### src/rtl/port_power_seq_pkg.sv
// Shared types and constants for the LED power sequencer.
package port_power_seq_pkg;

  localparam int unsigned STATE_W = 3;

  typedef enum logic [STATE_W-1:0] {
    ST_OFF        = 3'd0,
    ST_WAIT_PWRGD = 3'd1,
    ST_STAGGER    = 3'd2,
    ST_ON         = 3'd3,
    ST_FAULT      = 3'd4
  } state_e;

  // Bits needed to hold values 0..max_val, never less than one.
  function automatic int unsigned cnt_width(input int unsigned max_val);
    return (max_val < 1) ? 1 : $clog2(max_val + 1);
  endfunction

endpackage

### src/rtl/port_power_seq_sync.sv
// Two-flop synchroniser for a single asynchronous level; output is 0 during reset.
module sync_bit (
  input  logic clk_i,
  input  logic rst_n_i,
  input  logic d_i,
  output logic q_o
);

  logic meta_q;
  logic sync_q;

  always_ff @(posedge clk_i or negedge rst_n_i) begin
    if (!rst_n_i) begin
      meta_q <= 1'b0;
      sync_q <= 1'b0;
    end else begin
      meta_q <= d_i;
      sync_q <= meta_q;
    end
  end

  assign q_o = sync_q;

endmodule

### src/rtl/port_power_seq.sv
// LED power sequencer: supply enable, power-good wait, staggered port enables, fault latch.
// Optional pwrgd loss glitch filter: define PORT_POWER_SEQ_PWRGD_FILTER_EN.
module port_power_seq
  import port_power_seq_pkg::*;
#(
  parameter int unsigned PORT_COUNT           = 8,
  parameter int unsigned STAGGER_CYCLES       = 1000000,
  parameter int unsigned PWRGD_TIMEOUT_CYCLES = 5000000,
  parameter int unsigned COOLDOWN_CYCLES      = 10000000,
  parameter int unsigned FILTER_CYCLES        = 16
) (
  input  logic                  clk_i,
  input  logic                  rst_n_i,
  input  logic                  enable_i,
  input  logic                  pwrgd_i,
  input  logic                  fault_clear_i,
  output logic                  pwr_en_o,
  output logic [PORT_COUNT-1:0] port_en_o,
  output logic                  ready_o,
  output logic                  fault_o,
  output logic [STATE_W-1:0]    state_o
);

  localparam int unsigned WAIT_W = cnt_width(PWRGD_TIMEOUT_CYCLES - 1);
  localparam int unsigned STAG_W = cnt_width(STAGGER_CYCLES - 1);
  localparam int unsigned COOL_W = cnt_width(COOLDOWN_CYCLES);

  localparam logic [WAIT_W-1:0]     WAIT_LAST = WAIT_W'(PWRGD_TIMEOUT_CYCLES - 1);
  localparam logic [STAG_W-1:0]     STAG_LAST = STAG_W'(STAGGER_CYCLES - 1);
  localparam logic [COOL_W-1:0]     COOL_SAT  = COOL_W'(COOLDOWN_CYCLES);
  localparam logic [PORT_COUNT-1:0] PORT_ONE  = PORT_COUNT'(1);

  if (STAGGER_CYCLES < 1 || FILTER_CYCLES < 1) begin : g_bad_param
    $error("port_power_seq: STAGGER_CYCLES and FILTER_CYCLES must be at least 1");
  end

  state_e                  state_q, state_d;
  logic [WAIT_W-1:0]       wait_cnt_q, wait_cnt_d;
  logic [STAG_W-1:0]       stag_cnt_q, stag_cnt_d;
  logic [COOL_W-1:0]       cool_cnt_q, cool_cnt_d;
  logic                    pwr_en_q, pwr_en_d;
  logic [PORT_COUNT-1:0]   port_en_q, port_en_d;
  logic                    ready_q, ready_d;
  logic                    fault_q, fault_d;

  logic                    pwrgd_s;
  logic                    pwrgd_lost;
  logic                    stag_hit;
  logic                    stay;
  logic [PORT_COUNT-1:0]   port_shift;

  sync_bit u_pwrgd_sync (
    .clk_i   (clk_i),
    .rst_n_i (rst_n_i),
    .d_i     (pwrgd_i),
    .q_o     (pwrgd_s)
  );

`ifdef PORT_POWER_SEQ_PWRGD_FILTER_EN
  localparam int unsigned         FILT_W    = cnt_width(FILTER_CYCLES - 1);
  localparam logic [FILT_W-1:0]   FILT_LAST = FILT_W'(FILTER_CYCLES - 1);

  logic [FILT_W-1:0] filt_cnt_q, filt_cnt_d;

  // Counts consecutive low samples; the final low sample itself declares the loss.
  assign pwrgd_lost = !pwrgd_s && (filt_cnt_q == FILT_LAST);

  always_comb begin
    filt_cnt_d = '0;
    if (stay && (state_q == ST_STAGGER || state_q == ST_ON) && !pwrgd_s)
      filt_cnt_d = filt_cnt_q + FILT_W'(1);
  end

  always_ff @(posedge clk_i or negedge rst_n_i) begin
    if (!rst_n_i) filt_cnt_q <= '0;
    else          filt_cnt_q <= filt_cnt_d;
  end
`else
  assign pwrgd_lost = !pwrgd_s;
`endif

  assign stag_hit   = (stag_cnt_q == STAG_LAST);
  assign port_shift = (port_en_q << 1) | PORT_ONE;
  assign stay       = (state_d == state_q);

  always_ff @(posedge clk_i or negedge rst_n_i) begin
    if (!rst_n_i) begin
      state_q    <= ST_OFF;
      wait_cnt_q <= '0;
      stag_cnt_q <= '0;
      cool_cnt_q <= '0;
      pwr_en_q   <= 1'b0;
      port_en_q  <= '0;
      ready_q    <= 1'b0;
      fault_q    <= 1'b0;
    end else begin
      state_q    <= state_d;
      wait_cnt_q <= wait_cnt_d;
      stag_cnt_q <= stag_cnt_d;
      cool_cnt_q <= cool_cnt_d;
      pwr_en_q   <= pwr_en_d;
      port_en_q  <= port_en_d;
      ready_q    <= ready_d;
      fault_q    <= fault_d;
    end
  end

  always_comb begin
    state_d = state_q;
    unique case (state_q)
      ST_OFF: begin
        if (enable_i) state_d = ST_WAIT_PWRGD;
      end
      ST_WAIT_PWRGD: begin
        if (!enable_i)                state_d = ST_OFF;
        else if (pwrgd_s)             state_d = (PORT_COUNT == 1) ? ST_ON : ST_STAGGER;
        else if (wait_cnt_q == WAIT_LAST) state_d = ST_FAULT;
      end
      ST_STAGGER: begin
        if (!enable_i)                     state_d = ST_OFF;
        else if (pwrgd_lost)               state_d = ST_FAULT;
        else if (stag_hit && &port_shift)  state_d = ST_ON;
      end
      ST_ON: begin
        if (!enable_i)       state_d = ST_OFF;
        else if (pwrgd_lost) state_d = ST_FAULT;
      end
      ST_FAULT: begin
        if (fault_clear_i && !enable_i && cool_cnt_q == COOL_SAT) state_d = ST_OFF;
      end
      default: state_d = ST_OFF;
    endcase

    // Every counter restarts from zero on any state change.
    wait_cnt_d = '0;
    stag_cnt_d = '0;
    cool_cnt_d = '0;
    if (stay && state_q == ST_WAIT_PWRGD)
      wait_cnt_d = wait_cnt_q + WAIT_W'(1);
    if (stay && state_q == ST_STAGGER && !stag_hit)
      stag_cnt_d = stag_cnt_q + STAG_W'(1);
    if (stay && state_q == ST_FAULT)
      cool_cnt_d = (cool_cnt_q == COOL_SAT) ? cool_cnt_q : cool_cnt_q + COOL_W'(1);
  end

  always_comb begin
    pwr_en_d  = (state_d == ST_WAIT_PWRGD) || (state_d == ST_STAGGER) || (state_d == ST_ON);
    ready_d   = (state_q == ST_ON) && (state_d == ST_ON);
    fault_d   = (state_d == ST_FAULT);
    port_en_d = port_en_q;
    if (state_d == ST_OFF || state_d == ST_FAULT)
      port_en_d = '0;
    else if (state_q == ST_WAIT_PWRGD && state_d != ST_WAIT_PWRGD)
      port_en_d = PORT_ONE;
    else if (state_q == ST_STAGGER && stag_hit)
      port_en_d = port_shift;
  end

  assign pwr_en_o  = pwr_en_q;
  assign port_en_o = port_en_q;
  assign ready_o   = ready_q;
  assign fault_o   = fault_q;
  assign state_o   = state_q;

endmodule

### config.mk
export PLATFORM = sky130hd
export DESIGN_NAME = port_power_seq
export DESIGN_NICKNAME = d
export VERILOG_FILES = /design/src/rtl/port_power_seq_pkg.sv /design/src/rtl/port_power_seq_sync.sv /design/src/rtl/port_power_seq.sv
export SDC_FILE = /design/constraint.sdc
export NUM_CORES = 1
export LEC_CHECK = 0
export ABC_AREA = 1
export BUFFER_PORTS_ARGS = -buffer_cell sky130_fd_sc_hd__buf_4
export CAP_MARGIN = 20
export CORE_MARGIN = 2
export CORE_UTILIZATION = 62
export DETAILED_ROUTE_END_ITERATION = 10
export PLACE_DENSITY = 0.8
export SLEW_MARGIN = 5
export SYNTH_ARGS = -nofsm -noshare
export SYNTH_HDL_FRONTEND = slang
export SYNTH_SLANG_ARGS = --single-unit
### constraint.sdc
create_clock -name clk_i -period 2.1 [get_ports clk_i]
set_input_delay 0.105 -clock clk_i [delete_from_list [all_inputs] [get_ports clk_i]]
set_output_delay 0.105 -clock clk_i [all_outputs]
set_load 0.02 [all_outputs]
; Yosys cells after proc, flatten, opt, wreduce, memory -nomap -nowiden
; Cells that the tools add are included.
[op_classes]
addsub = 3
n_eq_ne = 14
n_mux = 18
reduce_logical = 19
[ops]
columns = cell, n
row1 = 2-to-1 mux 24 bit, 2
row2 = 2-to-1 mux 3 bit, 10
row3 = "adder 24 x 1 -> 24 bit, second input constant", 1
row4 = "== test 24 bit, second input constant", 1
row5 = 2-to-1 mux 8 bit, 3
row6 = "adder 23 x 1 -> 23 bit, second input constant", 1
row7 = "== test 23 bit, second input constant", 1
row8 = 2-to-1 mux 23 bit, 1
row9 = "adder 20 x 1 -> 20 bit, second input constant", 1
row10 = "== test 20 bit, second input constant", 1
row11 = 2-to-1 mux 20 bit, 1
row12 = one-hot mux 3 bit (5 select lines), 1
row13 = "== test 3 x 2 -> 1 bit, second input constant", 4
row14 = logical AND 1 bit, 10
row15 = AND reduction 7 bit, 1
row16 = "== test 3 x 1 -> 1 bit, second input constant", 2
row17 = "== test 3 bit, second input constant", 2
row18 = logical NOT 3 bit, 2
row19 = == test 3 bit, 1
row20 = logical OR 1 bit, 3
row21 = "inequality test 3 x 1 -> 1 bit, second input constant", 1
row22 = nonzero test 3 bit, 1
row23 = logical NOT 1 bit, 2
row24 = "inequality test 2 bit, second input constant", 1
[word_totals]
regBits = 83
word_cells = 64

; Depth between registers and ports, before layout
; Gate-level depths: netlist (run 1).
[depth]
word_depth = 10
mapped_depth = 14
depth_no_buf = 13

; Modules after synthesis
; From an unflattened synthesis (run 1), not the netlist that was laid out.
[hier_totals]
cells_unflattened = 540
area_unflattened_um2 = 4438.0
[modules_own_cells]
columns = module, n_inst, cells_per_inst, area_each_um2, seq_area_each_um2
row1 = port_power_seq, 1, 538, 4388.0, 2026.9
row2 = sync_bit, 1, 2, 50.0, 50.0

; Worst setup path before layout (run 1)
; OpenSTA, ideal clock, no wires.
[synth_path]
path_type = flip-flop to flip-flop
start = register wait_cnt_q[0]
end = register stag_cnt_q[12]
setup_time_ns = 0.069
arrival_time_ns = 1.679
setup_slack_ns = 0.352
path_stages_with_launch = 14
n_path_buf = 1
period_less_slack_ns = 1.748
path_cell_list = dfrtp_1 -> ha_1 -> nand2_2 -> nor2_4 -> nand2_2 -> nor2_4 -> nand3_2 -> inv_1 -> o21ai_0 -> nand2_1 -> inv_1 -> nand4_2 -> buf_6 -> nor2_2
[synth_between]
elab_chain_cells = 9
[synth_lines]
columns = item, line
row1 = "start, declared", port_power_seq.sv:38  ; logic [WAIT_W-1:0] wait_cnt_q, wait_cnt_d;
row2 = "start signal, assigned", port_power_seq.sv:98  ; wait_cnt_q <= wait_cnt_d;
row3 = == test 23 bit, port_power_seq.sv:117  ; else if (wait_cnt_q == WAIT_LAST) state_d = ST_FAULT;
row4 = 2-to-1 mux 3 bit, port_power_seq.sv:117
row5 = 2-to-1 mux 3 bit, port_power_seq.sv:116  ; else if (pwrgd_s) state_d = (PORT_COUNT == 1) ? ST_ON : ST_STAGGER;
row6 = 2-to-1 mux 3 bit, port_power_seq.sv:115  ; if (!enable_i) state_d = ST_OFF;
row7 = one-hot mux 3 bit (5 select lines), port_power_seq.sv:110  ; unique case (state_q)
row8 = == test 3 bit, port_power_seq.sv:84  ; assign stay = (state_d == state_q);
row9 = logical AND 1 bit (2 in a row), port_power_seq.sv:140  ; if (stay && state_q == ST_STAGGER && !stag_hit)
row10 = 2-to-1 mux 20 bit, port_power_seq.sv:140
row11 = via stag_cnt_d[12], port_power_seq.sv:39  ; logic [STAG_W-1:0] stag_cnt_q, stag_cnt_d;
row12 = "end signal, assigned", port_power_seq.sv:99  ; stag_cnt_q <= stag_cnt_d;
row13 = "end, declared", port_power_seq.sv:39
; The timed path passes the listed nets, and every way through them passes these cells.
; A chain may end at the register's enable or synchronous reset.

; Worst setup path in the final report (run 1)
[layout_path]
start = register stag_cnt_q[0]
end = register stag_cnt_q[4]
[layout_between]
elab_chain_cells = 10
elab_cells_between_ends = 12
[layout_lines]
columns = item, line
row1 = == test 20 bit, port_power_seq.sv:82  ; assign stag_hit = (stag_cnt_q == STAG_LAST);
row2 = logical AND 1 bit, port_power_seq.sv:122  ; else if (stag_hit && &port_shift) state_d = ST_ON;
row3 = 2-to-1 mux 3 bit, port_power_seq.sv:122
row4 = 2-to-1 mux 3 bit, port_power_seq.sv:121  ; else if (pwrgd_lost) state_d = ST_FAULT;
row5 = 2-to-1 mux 3 bit, port_power_seq.sv:120  ; if (!enable_i) state_d = ST_OFF;
row6 = one-hot mux 3 bit (5 select lines), port_power_seq.sv:110
row7 = via state_d[0], port_power_seq.sv:37  ; state_e state_q, state_d;
row8 = == test 3 bit, port_power_seq.sv:84
row9 = logical AND 1 bit (2 in a row), port_power_seq.sv:140
row10 = 2-to-1 mux 20 bit, port_power_seq.sv:140
row11 = via stag_cnt_d[4], port_power_seq.sv:39
; The timed path passes the listed nets, and every way through them passes these cells.

==> flow_metrics.env, run 1 <==
export IMPL_status="completed"
export IMPL_critPathKind="reg -> reg"
export IMPL_synth_avg_cell_area_um2=7.975
export IMPL_fin_tns_setup_ns=0
export IMPL_syn_nets=581
export IMPL_endpoint_kind="flop"
export IMPL_total_number_of_vias=3935
export IMPL_total_count_of_max_transition_violations_in_the_final_report=0
export IMPL_area_growth_synth_to_final_pct=12.45
export IMPL_global_route_overflow_total=0
export IMPL_fmaxAchievable_mhz=513.5
export IMPL_globalplace_congestion=0.9968
export IMPL_yosysWarnings=0
export IMPL_drv_max_cap_violation_count=0
export IMPL_syn_inst=572
export IMPL_data_required_critical_path_ns=2.39
export IMPL_worst_case_clock_skew_ns=0.01667
export IMPL_grt_start_max_net_pins=56
export IMPL_floorplan_io_pins=19
export IMPL_first_pass_iters=5
export IMPL_drt_iter0_drc=254
export IMPL_clk_pin_slew_worst_paths_ns=0.10
export IMPL_portBuffers=18
export IMPL_cp_arrival_ns=2.24
export IMPL_reg2reg_slack_ns=0.15
export IMPL_crit_path_cell_trace="ha_1 > nand3_1 > nor2_1 > nand3_1 > nand2_1 > nand2_1 > nand2_1 > nand2_1 > nand2_1 > nand4_2 > buf_12 > nor2_2"
export IMPL_timing_final_setup_violations=0
export IMPL_groute_usage_overall_pct=25.54
export IMPL_initial_utilization_pct=63.57
export IMPL_layout_area_seq_um2=2078
export IMPL_crit_path_max_incr_delay_ns=0.42
export IMPL_first_global_vias=3837
export IMPL_route_final_wire_length_um=9724
export IMPL_die_outline_height_um=89.78
export IMPL_cts_buffers=9
export IMPL_hold_depth=3
export IMPL_initial_antenna_violation_count=0
export IMPL_fraction_of_final_layout_cells_with_drive_strength_greater_than_1_pct=15.71
export IMPL_post_layout_nets=615
export IMPL_rr_worst_depth=12
export IMPL_synth_top_cells_by_area="sky130_fd_sc_hd__dfrtp_1, sky130_fd_sc_hd__nand2_1, sky130_fd_sc_hd__nor2_1, sky130_fd_sc_hd__inv_1, sky130_fd_sc_hd__nand4_1"
export IMPL_final_hold_violation_count=0
export IMPL_yosysTopAreaCellShare_pct=45.53
export IMPL_crit_start="stag_cnt_q[0]$_DFF_PN0_"
export IMPL_synth_area_leader_cell="sky130_fd_sc_hd__dfrtp_1"
export IMPL_grt_pass1_wl_um=16950
export IMPL_ctsLongestPathBuffers=2
export IMPL_hold_path_class="in -> reg"
export IMPL_worst_hold_path_endpoint="state_o[1]$_DFF_PN0_"
export IMPL_syn_cell_area_um2=4562
export IMPL_critPathSlowestCell="sky130_fd_sc_hd__dfrtp_2"
export IMPL_htree_num_levels=3
export IMPL_synth_cell_type_count=37
export IMPL_cts_tree="yes"
export IMPL_crit_reg2reg_launch="stag_cnt_q[0]$_DFF_PN0_"
export IMPL_ir_drop_v=0.0003431
export IMPL_fin_total_pwr_mw=3.284
export IMPL_die_width_um=89.78
export IMPL_yosys_most_used_dff="sky130_fd_sc_hd__dfrtp_1"
export IMPL_fin_crit_ns=1.947
export IMPL_post_place_ws_ns=0.1429
export IMPL_clk_root_buffer_cell="sky130_fd_sc_hd__clkbuf_8"
export IMPL_synth_seq_cells=83
export IMPL_rr_endpoint="stag_cnt_q[4]$_DFF_PN0_"
export IMPL_number_of_routed_nets_with_antenna_violations=0
export IMPL_period_utilization_post_route_pct=92.73
export IMPL_pwr_density_cell_nw_per_um2=640.3
export IMPL_synth_edf_count=0
export IMPL_setup_repair_after_global_routing_missed_its_margin="no"
export IMPL_ys_async_sr_fraction_pct=100.0
export IMPL_count_of_clock_tree_sinks=83
export IMPL_die_area_um2=8060
export IMPL_fp_coreArea_um2=7176
export IMPL_timing_hold_worst_start="enable_i"
export IMPL_antenna_cells_inserted=0
export IMPL_core_rowCount=31
export IMPL_later_pin_clock_latency_in_the_skew_report_ns=0.37
export IMPL_critical_path_top_cell_by_count="sky130_fd_sc_hd__nand2_1"
export IMPL_dp_final_hpwl_um=7061
export IMPL_worst_path_max_fanout=20
export IMPL_routed_via_count_divided_by_cell_count=5.542
export IMPL_setup_worst_path_start_class="flop"
export IMPL_multi_input_area_um2=2208
export IMPL_ys_seq_area_share_pct=45.53
export IMPL_cts_repair_timing_setup_buffer_count=0
export IMPL_post_route_worst_setup_slack_ns=0.1526
export IMPL_slew_limit_headroom_pct=54.40
export IMPL_worst_slew_pin_slew_ns=0.6840
export IMPL_p_leak_nw=2.054
export IMPL_avgRoutedWirePerCell_um=13.70
export IMPL_n_fill_cell=580
export IMPL_detail_route_drc_violations=0
-- layer usage --
layer,GRT usage (%),wire [um],vias up,share of wire [%]
li1,-,-,1939,-
met1,34.08,4434,1874,46
met2,40.91,4606,100,47
met3,5.700,445,22,4.6
met4,10.26,236,0,2.4
met5,0,0,-,0
-- metrics by stage --
step           instances  instance area [um2]  utilization [%]  hold WS, ns
3_3_place_gp         692                 4863            67.78       0.1849
6_report             710                 5130            71.49      0.01059
5_1_grt              710                 5130            71.49      0.01154
3_5_place_dp         692                 4863            67.78       0.1935
2_1_floorplan        572                 4562                -      -0.1906
4_1_cts              710                 5112            71.25     0.001830
-- timing repair --
item / in CTS / in global routing
hold buffers: 2 / 0
setup endpoints to repair: 0 / 21
resized for setup: 0 / 5
endpoints found under the hold margin: 54 / 0
-- sequential cells by signal, summed over array words and instances (netlist names) --
name and cells:
cool_cnt_q 24, fault_o 1, port_en_o 8, pwr_en_o 1, ready_o 1, stag_cnt_q 20, state_o 3, u_pwrgd_sync.meta_q 1
u_pwrgd_sync.q_o 1, wait_cnt_q 23
-- worst max-delay path by stage --
stage | end | slack [ns] | cells past startpoint
6_report | stag_cnt_q[4]$_DFF_PN0_ | 0.15 | 12
5_1_grt | stag_cnt_q[2]$_DFF_PN0_ | 0.0006 | 12
4_1_cts | stag_cnt_q[5]$_DFF_PN0_ | 0.11 | 9
3_5_place_dp | stag_cnt_q[19]$_DFF_PN0_ | 0.14 | 13
3_3_place_gp | stag_cnt_q[3]$_DFF_PN0_ | 0.20 | 13
2_1_floorplan | stag_cnt_q[12]$_DFF_PN0_ | 0.35 | 13
-- cell type report --
type,count,share of cell area (%)
multi-input cells,415,43.05
flip-flops and latches,83,40.51
inverters,68,4.976
repair buffers,29,4.585
clock buffers,9,2.415
well taps,99,2.415
clock inverters,7,2.049
-- critical path, delay by kind of cell, from the launching register on --
kind | cells | cell delay [ns]
DFF | 1 | 0.42
buffers and inverters | 1 | 0.20
adders and majority gates | 1 | 0.19
and+or+nand+nor | 10 | 1.06
-- cell families after synthesis --
kind of cell / after synthesis / share of synthesized area [%]
adders and majority gates: 4 / 1.097
buffers and inverters: 74 / 6.418
and+or+nand+nor: 346 / 36.31
xor gates and xnor gates: 32 / 6.144
AOI/OAI and AO/OA: 33 / 4.498
DFF: 83 / 45.53
-- power by group --
part	internal [mW]	switching [mW]
combinational	0.102	0.206
sequential	1.63	0.0354
clock	0.688	0.627
total	2.42	0.869
-- cell usage in the layout (no fill, tap or decap), types with 14 or more instances in the layout --
cell type | Yosys | final
sky130_fd_sc_hd__nor2_1 | 101 | 100
sky130_fd_sc_hd__nand3_1 | 20 | 20
sky130_fd_sc_hd__xor2_1 | 19 | 19
sky130_fd_sc_hd__a21oi_1 | 14 | 14
sky130_fd_sc_hd__nand2_1 | 109 | 109
sky130_fd_sc_hd__nor2_2 | 20 | 21
sky130_fd_sc_hd__nor3_1 | 31 | 31
sky130_fd_sc_hd__inv_1 | 64 | 64
sky130_fd_sc_hd__buf_4 | 0 | 26
sky130_fd_sc_hd__nand4_1 | 31 | 31
sky130_fd_sc_hd__dfrtp_1 | 83 | 82
-- cell usage after synthesis (2+ instances only) --
master,instances
sky130_fd_sc_hd__xnor2_1,13
sky130_fd_sc_hd__a21oi_1,14
sky130_fd_sc_hd__a211oi_1,2
sky130_fd_sc_hd__clkbuf_1,2
sky130_fd_sc_hd__nor3_2,3
sky130_fd_sc_hd__nand2_2,5
sky130_fd_sc_hd__nand3_1,20
sky130_fd_sc_hd__xor2_1,19
sky130_fd_sc_hd__inv_2,4
sky130_fd_sc_hd__nand4_1,31
sky130_fd_sc_hd__nor2_2,20
sky130_fd_sc_hd__a21oi_2,2
sky130_fd_sc_hd__a221oi_1,2
sky130_fd_sc_hd__nor2_1,101
sky130_fd_sc_hd__nand3_2,2
sky130_fd_sc_hd__nor4_1,9
sky130_fd_sc_hd__ha_1,4
sky130_fd_sc_hd__buf_1,2
sky130_fd_sc_hd__o21ai_0,6
sky130_fd_sc_hd__nor3_1,31
sky130_fd_sc_hd__nor2_4,4
sky130_fd_sc_hd__nor4_4,2
sky130_fd_sc_hd__inv_1,64
sky130_fd_sc_hd__dfrtp_1,83
sky130_fd_sc_hd__nor3b_1,3
sky130_fd_sc_hd__or2_2,3
sky130_fd_sc_hd__a31oi_1,2
sky130_fd_sc_hd__nand2_1,109
sky130_fd_sc_hd__buf_6,2
Power figures use the tool's default switching activity.
==> inputs of run 2 (changes only) <==
--- a/config.mk
+++ b/config.mk
@@ -8,10 +8,12 @@
 export ABC_AREA = 1
 export BUFFER_PORTS_ARGS = -buffer_cell sky130_fd_sc_hd__buf_4
 export CAP_MARGIN = 20
+export CELL_PAD_IN_SITES_DETAIL_PLACEMENT = 2
+export CELL_PAD_IN_SITES_GLOBAL_PLACEMENT = 2
 export CORE_MARGIN = 2
-export CORE_UTILIZATION = 62
+export CORE_UTILIZATION = 37
 export DETAILED_ROUTE_END_ITERATION = 10
-export PLACE_DENSITY = 0.8
+export PLACE_DENSITY_LB_ADDON = 0.1
 export SLEW_MARGIN = 5
 export SYNTH_ARGS = -nofsm -noshare
 export SYNTH_HDL_FRONTEND = slang
==> run 2 against run 1 <==
  * The flow now finishes with violations (negative setup slack)
  * Flip-flop and latch count is the same
  * Sequential power about the same
  * Final cell count is 8.3% higher
  * Worst setup slack lost 0.15 ns
  * Fmax decreased by 7.3%
  * Clock skew decreased by 0.0089 ns
  * Wire length rose by 45%
  * Largest power group unchanged
==> flow_metrics.env, run 2 (synthesized netlist as in run 1, its figures left out) <==
export IMPL_status="finished, violations left"
export IMPL_failed_checks="negative setup slack"
export IMPL_first_pass_iters=4
export IMPL_top_layer="met4"
export IMPL_global_route_overflow_total=0
export IMPL_worst_path_max_fanout=5
export IMPL_core_rowCount=40
export IMPL_total_number_of_vias=4014
export IMPL_cpLargestDelayFamily="simple AND/OR/NAND/NOR gates"
export IMPL_cts_tree="yes"
export IMPL_die_width_um=115.0
export IMPL_fmaxAchievable_mhz=476.0
export IMPL_design_area_um2=5478
export IMPL_total_count_of_max_transition_violations_in_the_final_report=0
export IMPL_fin_crit_ns=2.101
export IMPL_setup_worst_path_start_class="flop"
export IMPL_post_layout_nets=626
export IMPL_endpoint_kind="flop"
export IMPL_dp_final_hpwl_um=9953
export IMPL_finish_utilization_pct=45.60
export IMPL_antenna_cells_inserted=0
export IMPL_placed_cell_area_um2=4974
export IMPL_hold_path_class="in -> reg"
export IMPL_die_area_um2=13230
export IMPL_critPathSlowestCell="sky130_fd_sc_hd__dfrtp_1"
export IMPL_fp_coreArea_um2=12010
export IMPL_drt_iter0_drc=163
export IMPL_reg2reg_slack_ns=-0.0007
export IMPL_groute_usage_overall_pct=21.80
export IMPL_largest_register_ffs=24
export IMPL_detail_route_drc_violations=0
export IMPL_pwr_density_cell_nw_per_um2=649.7
export IMPL_wirelength_met1_um=6433
export IMPL_rr_endpoint="stag_cnt_q[12]$_DFF_PN0_"
export IMPL_count_of_buffering_cells_on_the_critical_path_with_inverters_included=1
export IMPL_final_hold_violation_count=0
export IMPL_biggestRegsByFlops="cool_cnt_q (24), wait_cnt_q (23), stag_cnt_q (20)"
export IMPL_rr_worst_depth=13
export IMPL_globalplace_congestion=0.8082
export IMPL_number_of_routed_nets_with_antenna_violations=0
export IMPL_critPathKind="reg -> reg"
export IMPL_final_cell_mix="sky130_fd_sc_hd__nand2_1, sky130_fd_sc_hd__nor2_1, sky130_fd_sc_hd__dfrtp_1"
export IMPL_setup_repair_after_global_routing_missed_its_margin="yes"
export IMPL_post_route_worst_setup_slack_ns=-0.0006790
export IMPL_dp_cells=745
export IMPL_timing_hold_ws_ns=0.04091
export IMPL_hold_depth=3
export IMPL_crit_path_max_incr_delay_ns=0.40
export IMPL_routed_via_count_divided_by_cell_count=5.220
export IMPL_initial_utilization_pct=37.98
export IMPL_fin_total_pwr_mw=3.559
export IMPL_count_of_clock_tree_sinks=83
export IMPL_met2RoutedLength_um=7257
export IMPL_post_place_ws_ns=0.04973
export IMPL_slew_limit_headroom_pct=70.38
export IMPL_worst_slew_pin_slew_ns=0.4444
export IMPL_top_register="cool_cnt_q"
export IMPL_area_growth_synth_to_final_pct=20.08
export IMPL_later_pin_clock_latency_in_the_skew_report_ns=0.35
export IMPL_timing_final_setup_violations=1
export IMPL_period_utilization_post_route_pct=100.0
export IMPL_post_layout_nonfiller_instances=769
export IMPL_grt_start_max_net_pins=53
export IMPL_crit_reg2reg_launch="wait_cnt_q[0]$_DFF_PN0_"
export IMPL_fin_tns_setup_ns=-0.0006790
export IMPL_first_global_vias=4546
export IMPL_cts_buffers=9
export IMPL_p_leak_nw=2.185
export IMPL_ctsLongestPathBuffers=2
export IMPL_clk_pin_slew_worst_paths_ns=0.06
export IMPL_timing_hold_worst_start="enable_i"
export IMPL_cp_arrival_ns=2.34
export IMPL_crit_path_cell_trace="ha_2 > nand2_2 > nor2_4 > nand2_4 > nor2_4 > nand3_4 > a21oi_4 > nand2_1 > nand2_1 > nand2_2 > nand4_4 > clkbuf_16 > nor2_4"
export IMPL_critical_path_top_cell_by_count="sky130_fd_sc_hd__nor2_4"
export IMPL_ir_drop_v=0.0004583
export IMPL_initial_antenna_violation_count=0
export IMPL_grt_pass1_wl_um=22630
export IMPL_fraction_of_final_layout_cells_with_drive_strength_greater_than_1_pct=18.49
export IMPL_die_outline_height_um=115.0
export IMPL_data_required_critical_path_ns=2.34
export IMPL_final_common_cell="sky130_fd_sc_hd__nand2_1"
export IMPL_htree_num_levels=3
export IMPL_drv_max_cap_violation_count=0
export IMPL_detailed_routed_wire_length_on_met3_um=234
export IMPL_worst_hold_path_endpoint="state_o[1]$_DFF_PN0_"
export IMPL_route_final_wire_length_um=14090
export IMPL_floorplan_io_pins=19
export IMPL_clk_root_buffer_cell="sky130_fd_sc_hd__clkbuf_16"
export IMPL_portBuffers=18
export IMPL_worst_case_clock_skew_ns=0.007747
export IMPL_avgRoutedWirePerCell_um=18.32
[run 2: power breakdown]
part           switching (mW)  internal, mW  total, mW  leakage [nW]
clock network           0.703         0.807       1.51         0.128
logic                   0.253         0.134      0.387         0.907
registers              0.0342          1.63       1.66          1.15
[run 2: worst max path at each step]
stage	end	cells after the start	slack, ns	start
final	stag_cnt_q[12]$_DFF_PN0_	13	-0.0007	wait_cnt_q[0]$_DFF_PN0_
after global routing	stag_cnt_q[12]$_DFF_PN0_	12	-0.19	stag_cnt_q[1]$_DFF_PN0_
after CTS	cool_cnt_q[14]$_DFFE_PN0P_	9	0.02	cool_cnt_q[1]$_DFFE_PN0P_
after detailed placement	cool_cnt_q[14]$_DFFE_PN0P_	9	0.05	cool_cnt_q[1]$_DFFE_PN0P_
after global placement	stag_cnt_q[13]$_DFF_PN0_	9	0.08	stag_cnt_q[1]$_DFF_PN0_
after floorplan	stag_cnt_q[12]$_DFF_PN0_	13	0.35	wait_cnt_q[0]$_DFF_PN0_
[run 2: worst register-to-register path, stage by stage (launching register included)]
cell	delay (ns)
sky130_fd_sc_hd__dfrtp_1	0.40
sky130_fd_sc_hd__ha_2	0.21
sky130_fd_sc_hd__nand2_2	0.08
sky130_fd_sc_hd__nor2_4	0.16
sky130_fd_sc_hd__nand2_4	0.09
sky130_fd_sc_hd__nor2_4	0.11
sky130_fd_sc_hd__nand3_4	0.10
sky130_fd_sc_hd__a21oi_4	0.20
sky130_fd_sc_hd__nand2_1	0.11
sky130_fd_sc_hd__nand2_1	0.09
sky130_fd_sc_hd__nand2_2	0.07
sky130_fd_sc_hd__nand4_4	0.13
sky130_fd_sc_hd__clkbuf_16	0.20
sky130_fd_sc_hd__nor2_4	0.03
[run 2: final cells by class]
type | count | area, um2
clock buffer | 9 | 225.2
clock inverter | 7 | 53.80
fill | 1340 | 6534
inverter | 68 | 255.2
multi-input combinational | 415 | 2313
sequential | 83 | 2077
tap | 147 | 183.9
timing repair buffer | 40 | 369.1
[run 2: timing repair]
action                                  CTS  global route
endpoints found under the setup margin   19            35
resized for setup                         1            26
setup buffers                             0             3
gates cloned                              0             3
hold buffers                              2             0
endpoints found under the hold margin    32             0
pin swaps                                 0             3
[run 2: routing by layer]
| layer | up-vias | global-route usage [%] |
|---|---|---|
| met4 | 0 | 6.586 |
| met1 | 2031 | 27.67 |
| met3 | 11 | 4.164 |
| met5 | - | 0 |
| li1 | 1945 | - |
| met2 | 27 | 37.76 |
==> inputs of run 3 (changes only) <==
--- a/config.mk
+++ b/config.mk
@@ -11,10 +11,12 @@
 export CELL_PAD_IN_SITES_DETAIL_PLACEMENT = 2
 export CELL_PAD_IN_SITES_GLOBAL_PLACEMENT = 2
 export CORE_MARGIN = 2
-export CORE_UTILIZATION = 37
+export CORE_UTILIZATION = 38
 export DETAILED_ROUTE_END_ITERATION = 10
 export PLACE_DENSITY_LB_ADDON = 0.1
+export RECOVER_POWER = 100
 export SLEW_MARGIN = 5
 export SYNTH_ARGS = -nofsm -noshare
 export SYNTH_HDL_FRONTEND = slang
+export SYNTH_HIERARCHICAL = 1
 export SYNTH_SLANG_ARGS = --single-unit
==> run 3 against run 2 <==
  * The run still ends with negative setup slack left
  * Largest cell class unchanged
  * Critical path type unchanged
  * Non-clock buffer count up 5
  * Die area down 5.1%
  * Wire length up 1.6%
  * Clock skew down 0.0019 ns
  * Cell area down 2.3%
  * Register-to-register slack worse by 0.03 ns
  * Sequential share of layout area up 0.94 points
  * Synthesized cell count down 5.6%
  * Utilization up 1.3 points
  * Global-route usage up 0.53 points
  * Area after synthesis down 2.7%
  * Clock power up 28%
==> flow_metrics.env, run 3 <==
export IMPL_syn_inst=540
export IMPL_synth_top_cells_by_count="sky130_fd_sc_hd__nand2_1, sky130_fd_sc_hd__nor2_1, sky130_fd_sc_hd__dfrtp_1"
export IMPL_htree_num_levels=3
export IMPL_yosys_most_used_dff="sky130_fd_sc_hd__dfrtp_1"
export IMPL_cp_arrival_ns=2.41
export IMPL_die_area_um2=12560
export IMPL_area_growth_synth_to_final_pct=20.58
export IMPL_first_pass_iters=4
export IMPL_drv_max_cap_violation_count=0
export IMPL_grt_pass1_wl_um=22310
export IMPL_avgRoutedWirePerCell_um=19.35
export IMPL_antenna_cells_inserted=0
export IMPL_period_utilization_post_route_pct=101.6
export IMPL_worst_case_clock_skew_ns=0.005874
export IMPL_biggestRegsByFlops="cool_cnt_q (24), wait_cnt_q (23), stag_cnt_q (20)"
export IMPL_yosysWarnings=6
export IMPL_final_hold_violation_count=0
export IMPL_ctsLongestPathBuffers=2
export IMPL_worst_path_max_fanout=6
export IMPL_synth_avg_cell_area_um2=8.219
export IMPL_globalplace_congestion=0.7880
export IMPL_top_register="cool_cnt_q"
export IMPL_number_of_routed_nets_with_antenna_violations=0
export IMPL_ir_drop_v=0.0005288
export IMPL_dp_cells=709
export IMPL_fp_coreArea_um2=11420
export IMPL_initial_antenna_violation_count=0
export IMPL_setup_repair_after_global_routing_missed_its_margin="yes"
export IMPL_setup_worst_path_start_class="flop"
export IMPL_initial_utilization_pct=38.87
export IMPL_synth_cell_type_count=36
export IMPL_count_of_clock_tree_sinks=83
export IMPL_timing_final_setup_violations=7
export IMPL_hold_path_class="in -> reg"
export IMPL_clk_root_buffer_cell="sky130_fd_sc_hd__clkbuf_16"
export IMPL_dp_final_hpwl_um=9073
export IMPL_routed_via_count_divided_by_cell_count=5.241
export IMPL_synth_edf_count=0
export IMPL_final_cell_mix="sky130_fd_sc_hd__nand2_1, sky130_fd_sc_hd__nor2_1, sky130_fd_sc_hd__dfrtp_1"
export IMPL_route_final_wire_length_um=14320
export IMPL_portBuffers=18
export IMPL_worst_slew_pin_slew_ns=0.9408
export IMPL_fin_total_pwr_mw=4.046
export IMPL_fin_crit_ns=2.134
export IMPL_ys_seq_area_share_pct=46.80
export IMPL_status="finished, violations left"
export IMPL_slew_limit_headroom_pct=37.28
export IMPL_global_route_overflow_total=0
export IMPL_floorplan_io_pins=19
export IMPL_cts_buffers=9
export IMPL_groute_usage_overall_pct=22.34
export IMPL_data_required_critical_path_ns=2.38
export IMPL_detail_route_drc_violations=0
export IMPL_ys_async_sr_fraction_pct=100.0
export IMPL_grt_start_max_net_pins=49
export IMPL_clk_pin_slew_worst_paths_ns=0.06
export IMPL_syn_nets=549
export IMPL_post_layout_nets=601
export IMPL_critPathKind="reg -> reg"
export IMPL_largest_register_ffs=24
export IMPL_synth_top_cells_by_area="sky130_fd_sc_hd__dfrtp_1, sky130_fd_sc_hd__nand2_1, sky130_fd_sc_hd__nor2_1, sky130_fd_sc_hd__inv_1, sky130_fd_sc_hd__xor2_1"
export IMPL_most_instantiated_library_cell_after_synthesis="sky130_fd_sc_hd__nand2_1"
export IMPL_fmaxAchievable_mhz=468.6
export IMPL_synth_area_leader_cell="sky130_fd_sc_hd__dfrtp_1"
export IMPL_final_common_cell="sky130_fd_sc_hd__nand2_1"
export IMPL_drt_iter0_drc=107
export IMPL_total_count_of_max_transition_violations_in_the_final_report=0
export IMPL_synth_seq_cells=83
export IMPL_total_number_of_vias=3878
export IMPL_die_width_um=112.1
export IMPL_endpoint_kind="flop"
export IMPL_die_outline_height_um=112.1
export IMPL_core_rowCount=39
export IMPL_post_layout_nonfiller_instances=740
export IMPL_failed_checks="negative setup slack"
export IMPL_post_route_worst_setup_slack_ns=-0.03382
export IMPL_first_global_vias=4348
export IMPL_syn_cell_area_um2=4438
export IMPL_yosysTopAreaCellShare_pct=46.80
export IMPL_p_leak_nw=2.246
export IMPL_pwr_density_cell_nw_per_um2=756.1
export IMPL_fraction_of_final_layout_cells_with_drive_strength_greater_than_1_pct=19.26
export IMPL_cts_tree="yes"
export IMPL_later_pin_clock_latency_in_the_skew_report_ns=0.35
[run 3: path summary, 6_finish.rpt]
kind,slack [ns],cells past startpoint,start,endpoint
setup / recovery,-0.03,12,wait_cnt_q[0]$_DFF_PN0_,stag_cnt_q[17]$_DFF_PN0_
hold / removal,0.06,3,enable_i,state_o[1]$_DFF_PN0_
setup reg to reg,-0.03,12,wait_cnt_q[0]$_DFF_PN0_,stag_cnt_q[17]$_DFF_PN0_
hold reg to reg,0.42,0,u_pwrgd_sync/meta_q$_DFF_PN0_,u_pwrgd_sync/q_o$_DFF_PN0_
max in group asynchronous,0.34,3,rst_n_i,state_o[2]$_DFF_PN0_
min in group asynchronous,0.43,2,rst_n_i,stag_cnt_q[12]$_DFF_PN0_
[run 3: final cells by class]
type | count | area [um2]
multi-input cells | 385 | 2166
well taps | 143 | 178.9
fillers | 1294 | 6067
clock buffers | 12 | 266.5
clock inverters | 4 | 95.09
flip-flops and latches | 83 | 2079
inverters | 68 | 255.2
repair buffers | 45 | 310.3
[run 3: per-layer routing]
metal  part of all wire [%]  GRT usage (%)  up-vias  wire (um)
li1                       -              -     1846          -
met1                     44          26.74     1979       6248
met2                     53          40.36       35       7540
met3                    1.7          3.348       18        238
met4                    2.0          8.943        0        292
met5                      0              0        -          0
[run 3: power by group]
part / switching, mW / leakage [nW] / total [mW] / internal, mW
registers: 0.0397 / 1.15 / 1.67 / 1.63
logic: 0.311 / 0.920 / 0.443 / 0.131
clock network: 0.677 / 0.179 / 1.94 / 1.26
total: 1.03 / 2.25 / 4.05 / 3.02
[run 3: timing repair]
action                                 in CTS  in global routing
hold buffers                                2                  0
pin swaps                                   0                  6
setup endpoints to repair                  20                 31
resized for setup                           4                 18
setup buffers                               0                 11
endpoints found under the hold margin      36                  0
cloned                                      1                  1
[run 3: critical path, stage by stage, from the launching register on]
cell and delay [ns]:
sky130_fd_sc_hd__dfrtp_1 0.37, sky130_fd_sc_hd__ha_2 0.21, sky130_fd_sc_hd__nand2_2 0.08, sky130_fd_sc_hd__nor2_4 0.12, sky130_fd_sc_hd__nand2_2 0.08, sky130_fd_sc_hd__nor2_2 0.12, sky130_fd_sc_hd__nand3_2 0.13, sky130_fd_sc_hd__a21oi_4 0.21
sky130_fd_sc_hd__nand3_1 0.14, sky130_fd_sc_hd__nand2_4 0.15, sky130_fd_sc_hd__nand4_4 0.16, sky130_fd_sc_hd__buf_6 0.20, sky130_fd_sc_hd__nor2_2 0.09
[run 3: kinds of logic (layout without fill, tap and decap cells)]
kind of cell	Yosys count	in the layout	synth area share, %
AO/OA/AOI/OAI	34	34	4.737
AND/OR/NAND/NOR	309	311	33.61
multiplexers	1	1	0.2256
XOR/XNOR	35	35	6.907
flip-flops	83	83	46.80
buffers and inverters	74	129	6.597
adder cells (fa/ha/maj)	4	4	1.128
[run 3: metrics by stage]
stage / hold WS (ns) / setup WS [ns] / cell area (um2) / TNS [ns] / util (%)
6_report: 0.06420 / -0.03382 / 5351 / -0.1026 / 46.87
5_1_grt: 0.08132 / -0.1282 / 5351 / -1.336 / 46.87
4_1_cts: 0.06152 / 0.03518 / 5245 / 0 / 45.93
3_5_place_dp: 0.1148 / -0.08760 / 4832 / -1.123 / 42.32
3_3_place_gp: 0.1032 / 0.05495 / 4832 / 0 / 42.32
2_1_floorplan: -0.1906 / 0.3686 / 4438 / 0 / -
